## src/rtl/tt_um_alu16_seq.sv

```systemverilog
// tt_um_alu16_seq: loads A, B and a command bytewise, runs a 74181-style slice nibble-serially, returns F and flags.
// Latency: out_valid rises 4 cycles after CMD acceptance; result bytes are held until out_ack, and in_valid is ignored while busy.
module tt_um_alu16_seq (
  input  logic       clk,
  input  logic       rst_n,
  input  logic       ena,
  input  logic [7:0] ui_in,
  output logic [7:0] uo_out,
  input  logic [7:0] uio_in,
  output logic [7:0] uio_out,
  output logic [7:0] uio_oe
);
  typedef enum logic [2:0] {ST_LOAD, ST_EXEC, ST_OUT0, ST_OUT1, ST_OUT2} state_t;

  state_t      r_state;
  logic [2:0]  r_k;
  logic [1:0]  r_n;
  logic [15:0] r_a;
  logic [15:0] r_b;
  logic [15:0] r_f;
  logic [5:0]  r_cmd;
  logic [3:0]  r_eq;
  logic        r_cn4b;
  logic        r_cout;
  logic        r_aeb;
  logic        r_in_rdy;
  logic        r_out_vld;
  logic        r_busy;
  logic [7:0]  r_uo;

  logic       w_in_vld;
  logic       w_out_ack;
  logic [3:0] w_a;
  logic [3:0] w_b;
  logic [3:0] w_g;
  logic [3:0] w_p;
  logic [3:0] w_f;
  logic       w_carry;
  logic       w_cn4b;
  logic       w_unused;

  assign w_in_vld  = uio_in[0];
  assign w_out_ack = uio_in[1];
  assign w_unused  = &{1'b0, ena, ui_in[7:6], uio_in[7:2]};
  assign w_a       = r_a[{r_n, 2'b00} +: 4];
  assign w_b       = r_b[{r_n, 2'b00} +: 4];

  // Active-high 74181 slice: the carry chain runs in both modes, M only masks it out of F.
  always_comb begin
    w_carry = (r_n == 2'd0) ? ~r_cmd[5] : ~r_cn4b;
    w_g     = 4'b0;
    w_p     = 4'b0;
    w_f     = 4'b0;
    for (int i = 0; i < 4; i++) begin
      w_g[i]  = (w_a[i] & w_b[i] & r_cmd[3]) | (w_a[i] & ~w_b[i] & r_cmd[2]);
      w_p[i]  = w_a[i] | (w_b[i] & r_cmd[0]) | (~w_b[i] & r_cmd[1]);
      w_f[i]  = r_cmd[4] ? ~(w_p[i] ^ w_g[i]) : (w_p[i] ^ w_g[i] ^ w_carry);
      w_carry = w_g[i] | (w_p[i] & w_carry);
    end
    w_cn4b = ~w_carry;
  end

  always_ff @(posedge clk or negedge rst_n) begin
    if (!rst_n) begin
      r_state   <= ST_LOAD;
      r_k       <= 3'd0;
      r_n       <= 2'd0;
      r_a       <= 16'h0;
      r_b       <= 16'h0;
      r_f       <= 16'h0;
      r_cmd     <= 6'h0;
      r_eq      <= 4'h0;
      r_cn4b    <= 1'b0;
      r_cout    <= 1'b0;
      r_aeb     <= 1'b0;
      r_in_rdy  <= 1'b1;
      r_out_vld <= 1'b0;
      r_busy    <= 1'b0;
      r_uo      <= 8'h0;
    end else begin
      case (r_state)
        ST_LOAD: begin
          if (w_in_vld) begin
            case (r_k)
              3'd0:    r_a[7:0]  <= ui_in;
              3'd1:    r_a[15:8] <= ui_in;
              3'd2:    r_b[7:0]  <= ui_in;
              3'd3:    r_b[15:8] <= ui_in;
              default: r_cmd     <= ui_in[5:0];
            endcase
            if (r_k == 3'd4) begin
              r_k      <= 3'd0;
              r_n      <= 2'd0;
              r_state  <= ST_EXEC;
              r_in_rdy <= 1'b0;
              r_busy   <= 1'b1;
              r_cout   <= 1'b0;
              r_aeb    <= 1'b0;
            end else begin
              r_k <= r_k + 3'd1;
            end
          end
        end
        ST_EXEC: begin
          r_f[{r_n, 2'b00} +: 4] <= w_f;
          r_eq[r_n] <= &w_f;
          r_cn4b    <= w_cn4b;
          r_n       <= r_n + 2'd1;
          if (r_n == 2'd3) begin
            r_state   <= ST_OUT0;
            r_busy    <= 1'b0;
            r_out_vld <= 1'b1;
            r_uo      <= r_f[7:0];
            r_cout    <= ~w_cn4b;
            r_aeb     <= (&w_f) & (&r_eq[2:0]);
          end
        end
        ST_OUT0: begin
          if (w_out_ack) begin
            r_state <= ST_OUT1;
            r_uo    <= r_f[15:8];
          end
        end
        ST_OUT1: begin
          if (w_out_ack) begin
            r_state <= ST_OUT2;
            r_uo    <= {6'b0, r_aeb, r_cout};
          end
        end
        ST_OUT2: begin
          if (w_out_ack) begin
            r_state   <= ST_LOAD;
            r_uo      <= 8'h0;
            r_out_vld <= 1'b0;
            r_in_rdy  <= 1'b1;
          end
        end
        default: r_state <= ST_LOAD;
      endcase
    end
  end

  assign uo_out  = r_uo;
  assign uio_out = {1'b0, r_busy, r_aeb, r_cout, r_out_vld, r_in_rdy, 2'b00};
  assign uio_oe  = 8'b0111_1100;
endmodule

```

## config.mk

```make
export PLATFORM = sky130hd
export DESIGN_NAME = tt_um_alu16_seq
export DESIGN_NICKNAME = d
export VERILOG_FILES = /design/src/rtl/tt_um_alu16_seq.sv
export SDC_FILE = /design/constraint.sdc
export NUM_CORES = 1
export LEC_CHECK = 0
export CORE_MARGIN = 5
export CORE_UTILIZATION = 50
export CTS_BUF_LIST = sky130_fd_sc_hd__clkbuf_4 sky130_fd_sc_hd__clkbuf_8
export CTS_CLUSTER_DIAMETER = 40
export DETAILED_ROUTE_END_ITERATION = 7
export GPL_TIMING_DRIVEN = 0
export PLACE_DENSITY = 0.83
export SYNTH_ARGS = -nofsm -noshare
export SYNTH_HDL_FRONTEND = slang
export SYNTH_SLANG_ARGS = --single-unit
```

## constraint.sdc

```tcl
create_clock -name clk -period 2.93 [get_ports clk]
set_input_delay 0.4395 -clock clk [delete_from_list [all_inputs] [get_ports clk]]
set_output_delay 0.4395 -clock clk [all_outputs]
set_load 0.005 [all_outputs]
```

* After elaboration in Yosys (flattened, before gate mapping)
Cells that the tools add are included.
Word-level totals: input bits 19, logic and storage cells 169, register bits 80, output and inout port bits 24
Operators by class: bitwise operators 65, reductions and logical operators 23, shifts and indexed selects 4, $lt $le $gt $ge 2, add/subtract/negate cells 3, mux-type cells 40, equality and inequality tests 15
Operators with widths (count):
- 8-bit two-way mux | 4
- 8-bit one-hot mux with 4 select lines | 1
- 16-bit by 5-bit indexed part select with 4-bit output | 2
- 1-bit bitwise AND | 29
- 3-bit AND reduction | 8
- 3-bit two-way mux | 7
- 16-bit bitwise mux | 1
- 1-bit two-way mux | 16
- 1-bit OR | 16
- 4-bit by 6-bit variable shift with 16-bit output, first input constant | 1
- 4-bit by 6-bit indexed part select with 16-bit output | 1
- 3-bit one-hot mux with 5 select lines | 1
- 3-bit by 2-bit equality test with 1-bit output, second input constant | 4
- 2-bit != test, second input constant | 6
- 1-bit inverter | 12
- 4-bit AND reduction | 3
- 1-bit one-hot mux with 2 select lines | 5
- 1-bit bitwise XOR | 8
- 3-bit by 1-bit equality test with 1-bit output, second input constant | 2
- 3-bit equality test, second input constant | 2
- 3-bit logical NOT | 2
- 4-bit negation with 6-bit output | 1
- 6-bit AND reduction | 1
- 2-bit nonzero test | 3
- 15 further kinds | 16

* Logic depth before layout (Yosys ltp)
depth in word-level cells 16, mapped depth 10, depth with buffers taken out 9

* Worst setup path before layout
Ideal clock, no wire load.
path type reg-to-reg, start reg r_n[0], end reg r_aeb, setup slack 0.341 ns, stages on the path, launching flop included 8, data arrival time 2.493 ns, setup time 0.095 ns, required time 2.835 ns, path buffers 0, clock period less this slack 2.589 ns, cell sequence dfrtp_1 -> mux4_2 -> mux2_4 -> or2_1 -> a311oi_2 -> xor2_2 -> or2b_4 -> o31ai_1
Between the ends: longest elaborated chain between the ends 16, elaborated cells between the ends (all ways) 73, classes of those cells eq/ne: 2; shift: 2; mux: 7; bitwise: 59; reduce/logical: 3
RTL lines:
- start, declared | RTL line 17 | logic [1:0] r_n;
- start signal, assigned | RTL line 108 | r_n <= r_n + 2'd1;
- 16-bit by 5-bit indexed part select with 4-bit output | RTL line 46 | assign w_b = r_b[{r_n, 2'b00} +: 4];
- 1-bit bitwise AND or 1-bit inverter (tied branches) | RTL line 56, 55
- 1-bit OR, or another cell as far along | RTL line 56 | w_p[i] = w_a[i] | (w_b[i] & r_cmd[0]) | (~w_b[i] & r_cmd[1]);
- 1-bit OR or 1-bit bitwise AND (tied branches) | RTL line 56, 55
- 1-bit bitwise AND or 1-bit OR (tied branches) | RTL line 58, 55
- 1-bit OR | RTL line 58 | w_carry = w_g[i] | (w_p[i] & w_carry);
- 1-bit bitwise AND | RTL line 58
- 1-bit OR | RTL line 58
- 1-bit bitwise AND | RTL line 58
- 1-bit OR | RTL line 58
- 1-bit bitwise XOR | RTL line 57 | w_f[i] = r_cmd[4] ? ~(w_p[i] ^ w_g[i]) : (w_p[i] ^ w_g[i] ^ w_carry);
- 1-bit two-way mux | RTL line 57
- 4-bit AND reduction | RTL line 115 | r_aeb <= (&w_f) & (&r_eq[2:0]);
- 1-bit bitwise AND | RTL line 115
- 1-bit two-way mux | RTL line 109 | if (r_n == 2'd3) begin
- 1-bit one-hot mux with 2 select lines | RTL line 81 | case (r_state)
- end signal, assigned | RTL line 115
- end, declared | RTL line 25 | logic r_aeb;
Several ways; a longest one is shown, not always the timed one. The select of a mux whose other input is x is not followed. A chain may end at the register's enable or synchronous reset.

* Final worst setup path
Same ends and word-level chain as after synthesis.

==> reports/metrics.yaml <==
fin_nets: 437
grt_pass1_wl_um: 13600
fin_util: 0.597
die_area_um2: 9930
synthFlopType: "dfrtp_1"
synthCells: 362
syn_area_per_cell_um2: 11.1
cts-root-buf: "clkbuf_8"
cts-root-to-sink-buffers: 2
dr.pass1.iters: 5
rsz0062_at_grt: "yes"
worst_ep_arrival_time_ps: 3030
setup_viol: 0
start_util: 0.517
layout-drive-gt1-share: 0.236
grt_antenna_before_repair: 0
grt-ovfl-total: 0
cts_sinks: 79
crit_fanout: 7
maxCapViolCount: 0
hold_class: "in -> async"
min_period_over_period: 0.946
fmax_ghz: 0.361
crit_type: "reg -> reg"
finalClockSkew_ps: 9.82
regArea_um2: 1980
vias: 2786
drv_slew: 0
finalPower_w: 0.00570
fillers: 634
area_growth_pct: 15.3
hold-worst-slack_ps: 51.0
tightest_slew_ps: 617
viasPerCell: 5.43
drt-initial-drc-count: 97
hpwlAfterDp_um: 5870
timing.rr.end: "r_aeb"
ant_nets: 0
diodes: 0
grt_max_degree: 41
coreArea_um2: 7770
ir_drop_v: 0.000623
placed_cells: 498
slew_headroom: 0.586
fin_crit_ps: 2770
syn_area_um2: 4020
yosysSeqAreaShare: 0.492
reg2reg_from: "r_n[0]"
p_leak_nw: 2.05
pin_count: 43
final-instance-count-excl-fill: 513
grt_pass1_vias: 2861
cts_tree: "built"
required_ps: 3190
fp.dieW_um: 99.7
multi_input_area_um2: 1880
outcome: "finished, final reports clean"
ys_warn_count: 0
start_kind: "flip-flop"
path_clk_slew_ps: 80
synth_cell_type_count: 47
place_congestion: 0.855
port-buffer-count: 24
clk_latency_ps: 360
r2r_slack_ps: 160
finalHoldViolations: 0
htreeDepth: 3
wl_um: 7960
endpoint_kind: "flip-flop"
async_flop_share: 1.00
rr_worst_depth: 7
num_rows: 32
numCtsBuffers: 9
wl_per_cell_um: 15.5
drc: 0
synth-seq-cells: 79
grtUsageTotal: 0.174
dieHeight_um: 99.7
synth_edf_count: 0
power_density_nw_per_um2: 1230
## power breakdown
part           internal [W]  total [W]  switching (W)
logic               0.00142    0.00302        0.00161
clock network      0.000370   0.000755       0.000386
registers           0.00159    0.00192       0.000333
## routing by layer
metal / GRT usage / wire length, um / vias to the layer above
met5: 0 / 0 / -
met4: 0.0557 / 83 / 0
met3: 0.0554 / 382 / 10
met2: 0.291 / 3990 / 60
met1: 0.213 / 3500 / 1373
li1: - / - / 1343
## through the flow
step	setup TNS, ps	setup slack (ps)	cell area [um2]
2_1_floorplan	0	341	4050
3_3_place_gp	-90410	-1160	4420
3_5_place_dp	0	18.0	4440
4_1_cts	0	9.81	4620
5_1_grt	-18.8	-18.8	4640
6_report	0	158	4640
## cell usage after synthesis (2+ instances only)
cell type,count,area (um2)
dfrtp_1,78,1950
nand2_1,46,173
mux2_2,40,450
nor2_1,26,97.6
o21ai_0,23,115
buf_4,17,128
a21oi_1,15,75.1
inv_1,14,52.6
ha_1,11,138
mux4_2,8,180
a22oi_1,6,45.0
mux2i_1,6,60.1
clkbuf_1,5,18.8
nand3_1,5,25.0
nor2b_1,5,31.3
o21ai_1,5,25.0
a211oi_1,4,30.0
nand2b_1,4,25.0
o31ai_1,4,30.0
and3_1,3,18.8
nand3b_1,3,22.5
o22a_1,3,26.3
a311oi_2,2,30.0
and2_1,2,12.5
conb_1,2,7.51
mux2_4,2,30.0
nand4_1,2,12.5
o211ai_1,2,15.0
## timing repair
| action | 4_1_cts | 5_1_grt |
|---|---|---|
| endpoints found under the setup margin | 0 | 11 |
| hold buffers | 0 | 0 |
| resized for setup | 0 | 5 |
| setup buffers | 0 | 0 |
## worst max-delay path by stage
stage          startpoint  endpoint  cells past startpoint
5_1_grt            r_n[0]   r_eq[0]                      7
2_1_floorplan      r_n[0]     r_aeb                      7
6_report           r_n[0]     r_aeb                      7
3_5_place_dp       r_n[0]   r_eq[0]                      9
3_3_place_gp        rst_n   r_b[13]                      1
4_1_cts            r_n[0]   r_eq[0]                      7
## state kept, by name, summed over array words and instances, names as in the netlist
| name | count |
|---|---|
| r_a | 16 |
| r_aeb | 1 |
| r_b | 16 |
| r_busy | 1 |
| r_cmd | 6 |
| r_cn4b | 1 |
| r_cout | 1 |
| r_eq | 3 |
| r_f | 16 |
| r_in_rdy | 1 |
| r_k | 3 |
| r_n | 2 |
| r_out_vld | 1 |
| r_state | 3 |
| uo_out | 8 |
## cell families after synthesis
kind of cell / count (synthesis) / synth area share
compound gates: 71 / 0.111
xor+xnor: 4 / 0.0125
fa+ha+maj: 11 / 0.0342
buf+inv: 37 / 0.0507
flops: 79 / 0.492
mux: 56 / 0.179
other cells: 2 / 0.00187
simple gates: 102 / 0.118
## area by class of cell
cell class | count | area share
Sequential cell | 79 | 0.427
Clock buffer | 12 | 0.0356
Timing Repair Buffer | 25 | 0.0556
Buffer | 23 | 0.0340
Tap cell | 102 | 0.0275
Multi-Input combinational cell | 255 | 0.405
Clock inverter | 3 | 0.00378
Inverter | 14 | 0.0113
## placed cells by master, fill, tap and decap left out, drive strengths merged, types with 4 or more instances in the layout
| cell | count |
|---|---|
| nand2b | 4 |
| buf | 19 |
| mux2i | 6 |
| nor2 | 26 |
| o21ai | 29 |
| mux4 | 8 |
| clkdlybuf4s50 | 23 |
| nand2 | 46 |
| conb | 11 |
| ha | 11 |
| dfrtp | 78 |
| a211oi | 4 |
| nor2b | 5 |
| inv | 14 |
| mux2 | 42 |
| a22oi | 6 |
| o31ai | 4 |
| clkbuf | 18 |
| a21oi | 15 |
| nand3 | 5 |
## critical path: stages (launching register included)
cell and delay [ps]:
dfrtp_2 510, mux4_2 580, mux2_4 340, or2_1 240
a311oi_2 310, xor2_2 170, or2b_4 300, o31ai_1 240
Note: power is estimated with default switching activity, not from simulation.
